$ cat src/rtl/kf8259_pkg.sv
// Types and constants shared across the kf8259 bus front end: the bus-cycle
// state enum, the command strobe bundle and the write-to-strobe decoder.
package kf8259_pkg;

  typedef enum logic [1:0] {
    IDLE,
    WRITE,
    READ,
    CONFLICT
  } bus_state_t;

  localparam int ICW1_SEL_BIT = 4;
  localparam int OCW3_SEL_BIT = 3;

  typedef struct packed {
    logic icw1;
    logic icw2_4;
    logic ocw1;
    logic ocw2;
    logic ocw3;
  } strobe_t;

  // A0=1 writes go to both ICW2-4 and OCW1; the control logic picks one.
  function automatic strobe_t decode_write(input logic a0, input logic [7:0] data);
    strobe_t s;
    s = '0;
    if (a0) begin
      s.icw2_4 = 1'b1;
      s.ocw1   = 1'b1;
    end else if (data[ICW1_SEL_BIT]) begin
      s.icw1 = 1'b1;
    end else if (data[OCW3_SEL_BIT]) begin
      s.ocw3 = 1'b1;
    end else begin
      s.ocw2 = 1'b1;
    end
    return s;
  endfunction

endpackage

$ cat src/rtl/kf8259_sync_bit.sv
// Multi-flop synchroniser for one asynchronous active-low strobe; resets to
// the inactive (high) level so nothing looks asserted right after reset.
module kf8259_sync_bit #(
  parameter int SYNC_STAGES = 2
) (
  input  logic clock,
  input  logic reset,
  input  logic d,
  output logic q
);

  logic [SYNC_STAGES-1:0] stage_reg;

  always_ff @(posedge clock or posedge reset) begin
    if (reset) begin
      stage_reg <= '1;
    end else begin
      stage_reg <= {stage_reg[SYNC_STAGES-2:0], d};
    end
  end

  assign q = stage_reg[SYNC_STAGES-1];

endmodule

$ cat src/rtl/kf8259_bus_control_logic.sv
// CPU bus front end: synchronises the bus strobes, tracks each bus cycle and
// turns completed writes into one-cycle command strobes plus captured data.
module kf8259_bus_control_logic #(
  parameter int SYNC_STAGES = 2
) (
  input  logic       clock,
  input  logic       reset,
  input  logic       chip_select_n,
  input  logic       read_enable_n,
  input  logic       write_enable_n,
  input  logic       address,
  input  logic [7:0] data_bus_in,
  output logic [7:0] internal_data_bus,
  output logic       write_initial_command_word_1,
  output logic       write_initial_command_word_2_4,
  output logic       write_operation_control_word_1,
  output logic       write_operation_control_word_2,
  output logic       write_operation_control_word_3,
  output logic       read,
  output logic       write,
  output logic       read_address,
  output logic       bus_conflict
);
  import kf8259_pkg::*;

  // Bit order: [2]=CS#, [1]=RD#, [0]=WR#.
  logic [2:0] strobe_n_async;
  logic [2:0] strobe_n_sync;
  logic       cs_s, rd_s, wr_s;

  assign strobe_n_async = {chip_select_n, read_enable_n, write_enable_n};

  for (genvar gi = 0; gi < 3; gi++) begin : g_sync
    kf8259_sync_bit #(.SYNC_STAGES(SYNC_STAGES)) u_sync (
      .clock(clock),
      .reset(reset),
      .d    (strobe_n_async[gi]),
      .q    (strobe_n_sync[gi])
    );
  end

  assign cs_s = ~strobe_n_sync[2];
  assign rd_s = ~strobe_n_sync[1];
  assign wr_s = ~strobe_n_sync[0];

  // Single flop is enough: data and A0 are held stable across the WR# window,
  // which outlasts the longer strobe synchroniser delay.
  logic       address_reg;
  logic [7:0] data_reg;

  always_ff @(posedge clock or posedge reset) begin
    if (reset) begin
      address_reg <= 1'b0;
      data_reg    <= 8'h00;
    end else begin
      address_reg <= address;
      data_reg    <= data_bus_in;
    end
  end

  bus_state_t state_reg;
  logic [7:0] data_shadow_reg;
  logic       addr_shadow_reg;
  logic       cs_seen_reg;
  logic       commit_pending_reg;
  strobe_t    strobe_reg;
  logic [7:0] internal_data_bus_reg;
  logic       read_reg, write_reg, read_address_reg, bus_conflict_reg;

  always_ff @(posedge clock or posedge reset) begin
    if (reset) begin
      state_reg             <= IDLE;
      data_shadow_reg       <= 8'h00;
      addr_shadow_reg       <= 1'b0;
      cs_seen_reg           <= 1'b0;
      commit_pending_reg    <= 1'b0;
      strobe_reg            <= '0;
      internal_data_bus_reg <= 8'h00;
      read_reg              <= 1'b0;
      write_reg             <= 1'b0;
      read_address_reg      <= 1'b0;
      bus_conflict_reg      <= 1'b0;
    end else begin
      commit_pending_reg <= 1'b0;
      strobe_reg         <= '0;
      read_reg           <= 1'b0;
      write_reg          <= 1'b0;
      bus_conflict_reg   <= 1'b0;

      // Commit happens one cycle after leaving WRITE, so a new write may
      // already be entering WRITE on this same edge without disturbing it.
      if (commit_pending_reg) begin
        strobe_reg            <= decode_write(addr_shadow_reg, data_shadow_reg);
        internal_data_bus_reg <= data_shadow_reg;
      end

      case (state_reg)
        IDLE: begin
          if (cs_s && wr_s && rd_s) begin
            state_reg        <= CONFLICT;
            bus_conflict_reg <= 1'b1;
          end else if (cs_s && wr_s) begin
            state_reg       <= WRITE;
            write_reg       <= 1'b1;
            data_shadow_reg <= data_reg;
            addr_shadow_reg <= address_reg;
            cs_seen_reg     <= 1'b1;
          end else if (cs_s && rd_s) begin
            state_reg        <= READ;
            read_reg         <= 1'b1;
            read_address_reg <= address_reg;
          end
        end
        WRITE: begin
          if (rd_s) begin
            state_reg        <= CONFLICT;
            bus_conflict_reg <= 1'b1;
            cs_seen_reg      <= 1'b0;
          end else if (!wr_s) begin
            state_reg          <= IDLE;
            commit_pending_reg <= cs_seen_reg;
            cs_seen_reg        <= 1'b0;
          end else begin
            write_reg <= cs_s;
            // Losing CS mid-write freezes the shadow at the last valid value.
            if (cs_s) begin
              data_shadow_reg <= data_reg;
              addr_shadow_reg <= address_reg;
              cs_seen_reg     <= 1'b1;
            end
          end
        end
        READ: begin
          if (wr_s) begin
            state_reg        <= CONFLICT;
            bus_conflict_reg <= 1'b1;
          end else if (!rd_s) begin
            state_reg <= IDLE;
          end else begin
            read_reg <= cs_s;
          end
        end
        CONFLICT: begin
          if (!rd_s && !wr_s) begin
            state_reg <= IDLE;
          end else begin
            bus_conflict_reg <= 1'b1;
          end
        end
        default: state_reg <= IDLE;
      endcase
    end
  end

  assign internal_data_bus              = internal_data_bus_reg;
  assign write_initial_command_word_1   = strobe_reg.icw1;
  assign write_initial_command_word_2_4 = strobe_reg.icw2_4;
  assign write_operation_control_word_1 = strobe_reg.ocw1;
  assign write_operation_control_word_2 = strobe_reg.ocw2;
  assign write_operation_control_word_3 = strobe_reg.ocw3;
  assign read                           = read_reg;
  assign write                          = write_reg;
  assign read_address                   = read_address_reg;
  assign bus_conflict                   = bus_conflict_reg;

endmodule
$ cat config.mk
export PLATFORM = sky130hd
export DESIGN_NAME = kf8259_bus_control_logic
export DESIGN_NICKNAME = d
export VERILOG_FILES = /design/src/rtl/kf8259_pkg.sv /design/src/rtl/kf8259_sync_bit.sv /design/src/rtl/kf8259_bus_control_logic.sv
export SDC_FILE = /design/constraint.sdc
export NUM_CORES = 1
export LEC_CHECK = 0
export CAP_MARGIN = 10
export CORE_UTILIZATION = 41
export CTS_BUF_LIST = sky130_fd_sc_hd__clkbuf_16
export CTS_CLUSTER_SIZE = 24
export DETAILED_ROUTE_END_ITERATION = 6
export PLACE_DENSITY = 0.66
export SKIP_CTS_REPAIR_TIMING = 1
export SLEW_MARGIN = 20
export SYNTH_ARGS = -nofsm -noshare
export SYNTH_HDL_FRONTEND = slang
export SYNTH_HIERARCHICAL = 1
export SYNTH_SLANG_ARGS = --single-unit
export TNS_END_PERCENT = 5
$ cat constraint.sdc
create_clock -name clock -period 3.1 [get_ports clock]
set_input_delay 0.62 -clock clock [delete_from_list [all_inputs] [get_ports clock]]
set_output_delay 0.62 -clock clock [all_outputs]
set_load 0.02 [all_outputs]
==> impl_metrics.tcl <==
set metrics [dict create \
    yosysUniqueCellTypes 20 \
    hold_violations 0 \
    drive_gt1_share_pct 27.1 \
    intPower_mw 1.16 \
    die_w_um 62.4 \
    drt_pass1_iterations 4 \
    path_buf_inv 1 \
    finalCriticalPeriod_ns 1.85 \
    grt_pass1_wl_mm 3.78 \
    worstPathArrival_ns 1.23 \
    dieArea_mm2 0.00390 \
    wire_per_inst_um 12.5 \
    rows 21 \
    netlist_area_mm2 0.00150 \
    synth_edf_count 0 \
    clkSinkCount 44 \
    routabilityCongestion 0.646 \
    synth_top_cells_by_count "38 x dfrtp_1, 18 x mux2_2, 6 x dfstp_2, 6 x inv_1, 5 x nor2_1" \
    swShare_pct 25.4 \
    cts_buffer_depth 2 \
    cp-start-kind "register" \
    root_buffer "clkbuf_16" \
    cts_tree "done" \
    peakVddDrop_mv 0.410 \
    die_y_um 62.4 \
    synth_nets 106 \
    crit_chain "clkdlybuf4s50_1" \
    cellPowerDensity_mw_per_mm2 783 \
    synth.most_common_cell "dfrtp_1" \
    maxSlewHeadroom_pct 65.0 \
    avgSynthCellArea_um2 16.3 \
    clkTransAtPathRegs_ns 0.06 \
    yosysTopAreaCellShare_pct 63.5 \
    rsz0062_at_grt "false" \
    htree_num_levels 2 \
    clockPowerShare_pct 31.7 \
    cp_top_family "buffers and inverters" \
    slowest_delay_ns 0.60 \
    p_leak_nw 0.887 \
    setup_viol 0 \
    slew_violations 0 \
    drv_cap 0 \
    pwr-share-seq_pct 47.9 \
    wl_mm 2.18 \
    start_util_pct 43.8 \
    pwr-share-comb_pct 20.4 \
    min_path_type "register to register" \
    status "finished clean" \
    yosysWarnings 6 \
    grt_overflow 0 \
    async_flop_share_pct 100 \
    synth.area.top_cells "dfrtp_1 64%, mux2_2 14%, dfstp_2 11%" \
    worstPathRequired_ns 2.48 \
    grt_pass1_vias 838 \
    hpwl_mm 1.52 \
    nets 142 \
    cp_slowest_cell "clkdlybuf4s50_1" \
    seq_area_frac_synth_pct 74.1 \
    fin_worst_skew_ns 0.00200 \
    fin_crit_sh_pct 59.7 \
    numCtsBuffers 5 \
    drcViolationCount 0 \
    coreArea_mm2 0.00342 \
    antenna_cells 0 \
    endpoint_kind "output pin" \
    vias 812 \
    synth_top_area_cell "dfrtp_1" \
    drt_iter0_markers 18 \
    criticalPathCategory "register to output pin" \
    grt_max_degree 39 \
    ys_ff_latch 44 \
    total_power_mw 1.56 \
    p_switching_mw 0.397 \
    ios 31 \
    antenna_left 0 \
    synthCells 92 \
    syn_to_final_growth_pct 33.3 \
    ys.flop_type "dfrtp_1" \
    viasPerCell 4.64 \
    cp_max_fo 2 \
    antenna_found_initial 0 \
    fill_cells 278 \
    portBuffers 30 \
    fin_tns_setup_ns 0 \
    fmax_ghz 0.540 \
    clk_latency_ns 0.28 \
    tightest_slew_ns 0.524 \
    grtUsageTotal_pct 13.3 \
]
==> final timing paths <==
check / slack (ns) / start / endpoint / cells after the start
max: 1.25 / internal_data_bus[4] / internal_data_bus[4] / 1
min: 0.36 / g_sync[2].u_sync/stage_reg[0] / g_sync[2].u_sync/stage_reg[1] / 0
min in group asynchronous: 0.74 / reset / g_sync[2].u_sync/stage_reg[1] / 2
max reg2reg: 1.51 / g_sync[1].u_sync/stage_reg[1] / data_shadow_reg[1] / 3
max in group asynchronous: 1.96 / reset / data_reg[6] / 3
min reg2reg: 0.36 / g_sync[2].u_sync/stage_reg[0] / g_sync[2].u_sync/stage_reg[1] / 0
==> through the flow <==
step	hold WS [ns]	cells	setup WS, ns	util [%]	instance area (µm²)
after floorplan	0.345	92	1.62	-	1500
after global placement	0.347	167	1.49	54.2	1850
after detailed placement	0.348	167	1.48	54.2	1850
after CTS	0.356	175	1.24	58.4	1990
after global routing	0.355	175	1.20	58.4	1990
final	0.355	175	1.25	58.4	1990
==> placed cells by master (no fill, tap or decap), types with 2 or more instances in the layout <==
master	count
clkdlybuf4s50_1	30
o21ai_0	3
mux2_2	18
dfrtp_1	38
clkbuf_16	5
nor2_1	5
inv_1	6
nor4b_1	3
dfstp_2	6
clkinv_2	2
==> area by class of cell <==
class | count | area, µm² | area share, %
clock buffers | 5 | 125 | 6.27
clock inverters | 3 | 18.8 | 0.941
inverters | 6 | 22.5 | 1.13
multi-input cells | 40 | 354 | 17.8
flip-flops and latches | 44 | 1110 | 55.6
well taps | 46 | 57.6 | 2.89
repair buffers | 31 | 308 | 15.4
==> metal layers <==
layer	global-route usage (%)	routed length, µm	vias to the layer above
met1	14.9	926	403
met5	0	0	-
met4	6.10	45	0
li1	-	-	379
met2	21.7	1080	25
met3	5.66	130	5
==> power groups by stage <==
stage | logic, mW | clock network [mW] | registers (mW)
2_1_floorplan | 0.106 | 0 | 0.815
3_3_place_gp | 0.317 | 0 | 0.751
3_5_place_dp | 0.323 | 0 | 0.759
4_1_cts | 0.324 | 0.508 | 0.749
5_1_grt | 0.340 | 0.530 | 0.766
6_report | 0.319 | 0.495 | 0.747
==> worst reg2reg max path: stages (launching register included) <==
cell and delay (ns):
dfstp_2 0.59, nand2b_4 0.08, nor3_4 0.41, mux2_2 0.39
==> cell families after synthesis <==
kind of cell           after synthesis  synth area share [%]
AO/OA/AOI/OAI                        6                  2.42
buffers and inverters                8                  2.26
flip-flops                          44                  74.1
multiplexers                        18                  13.5
AND/OR/NAND/NOR                     16                  7.69
(Power assumes the default switching activity.)
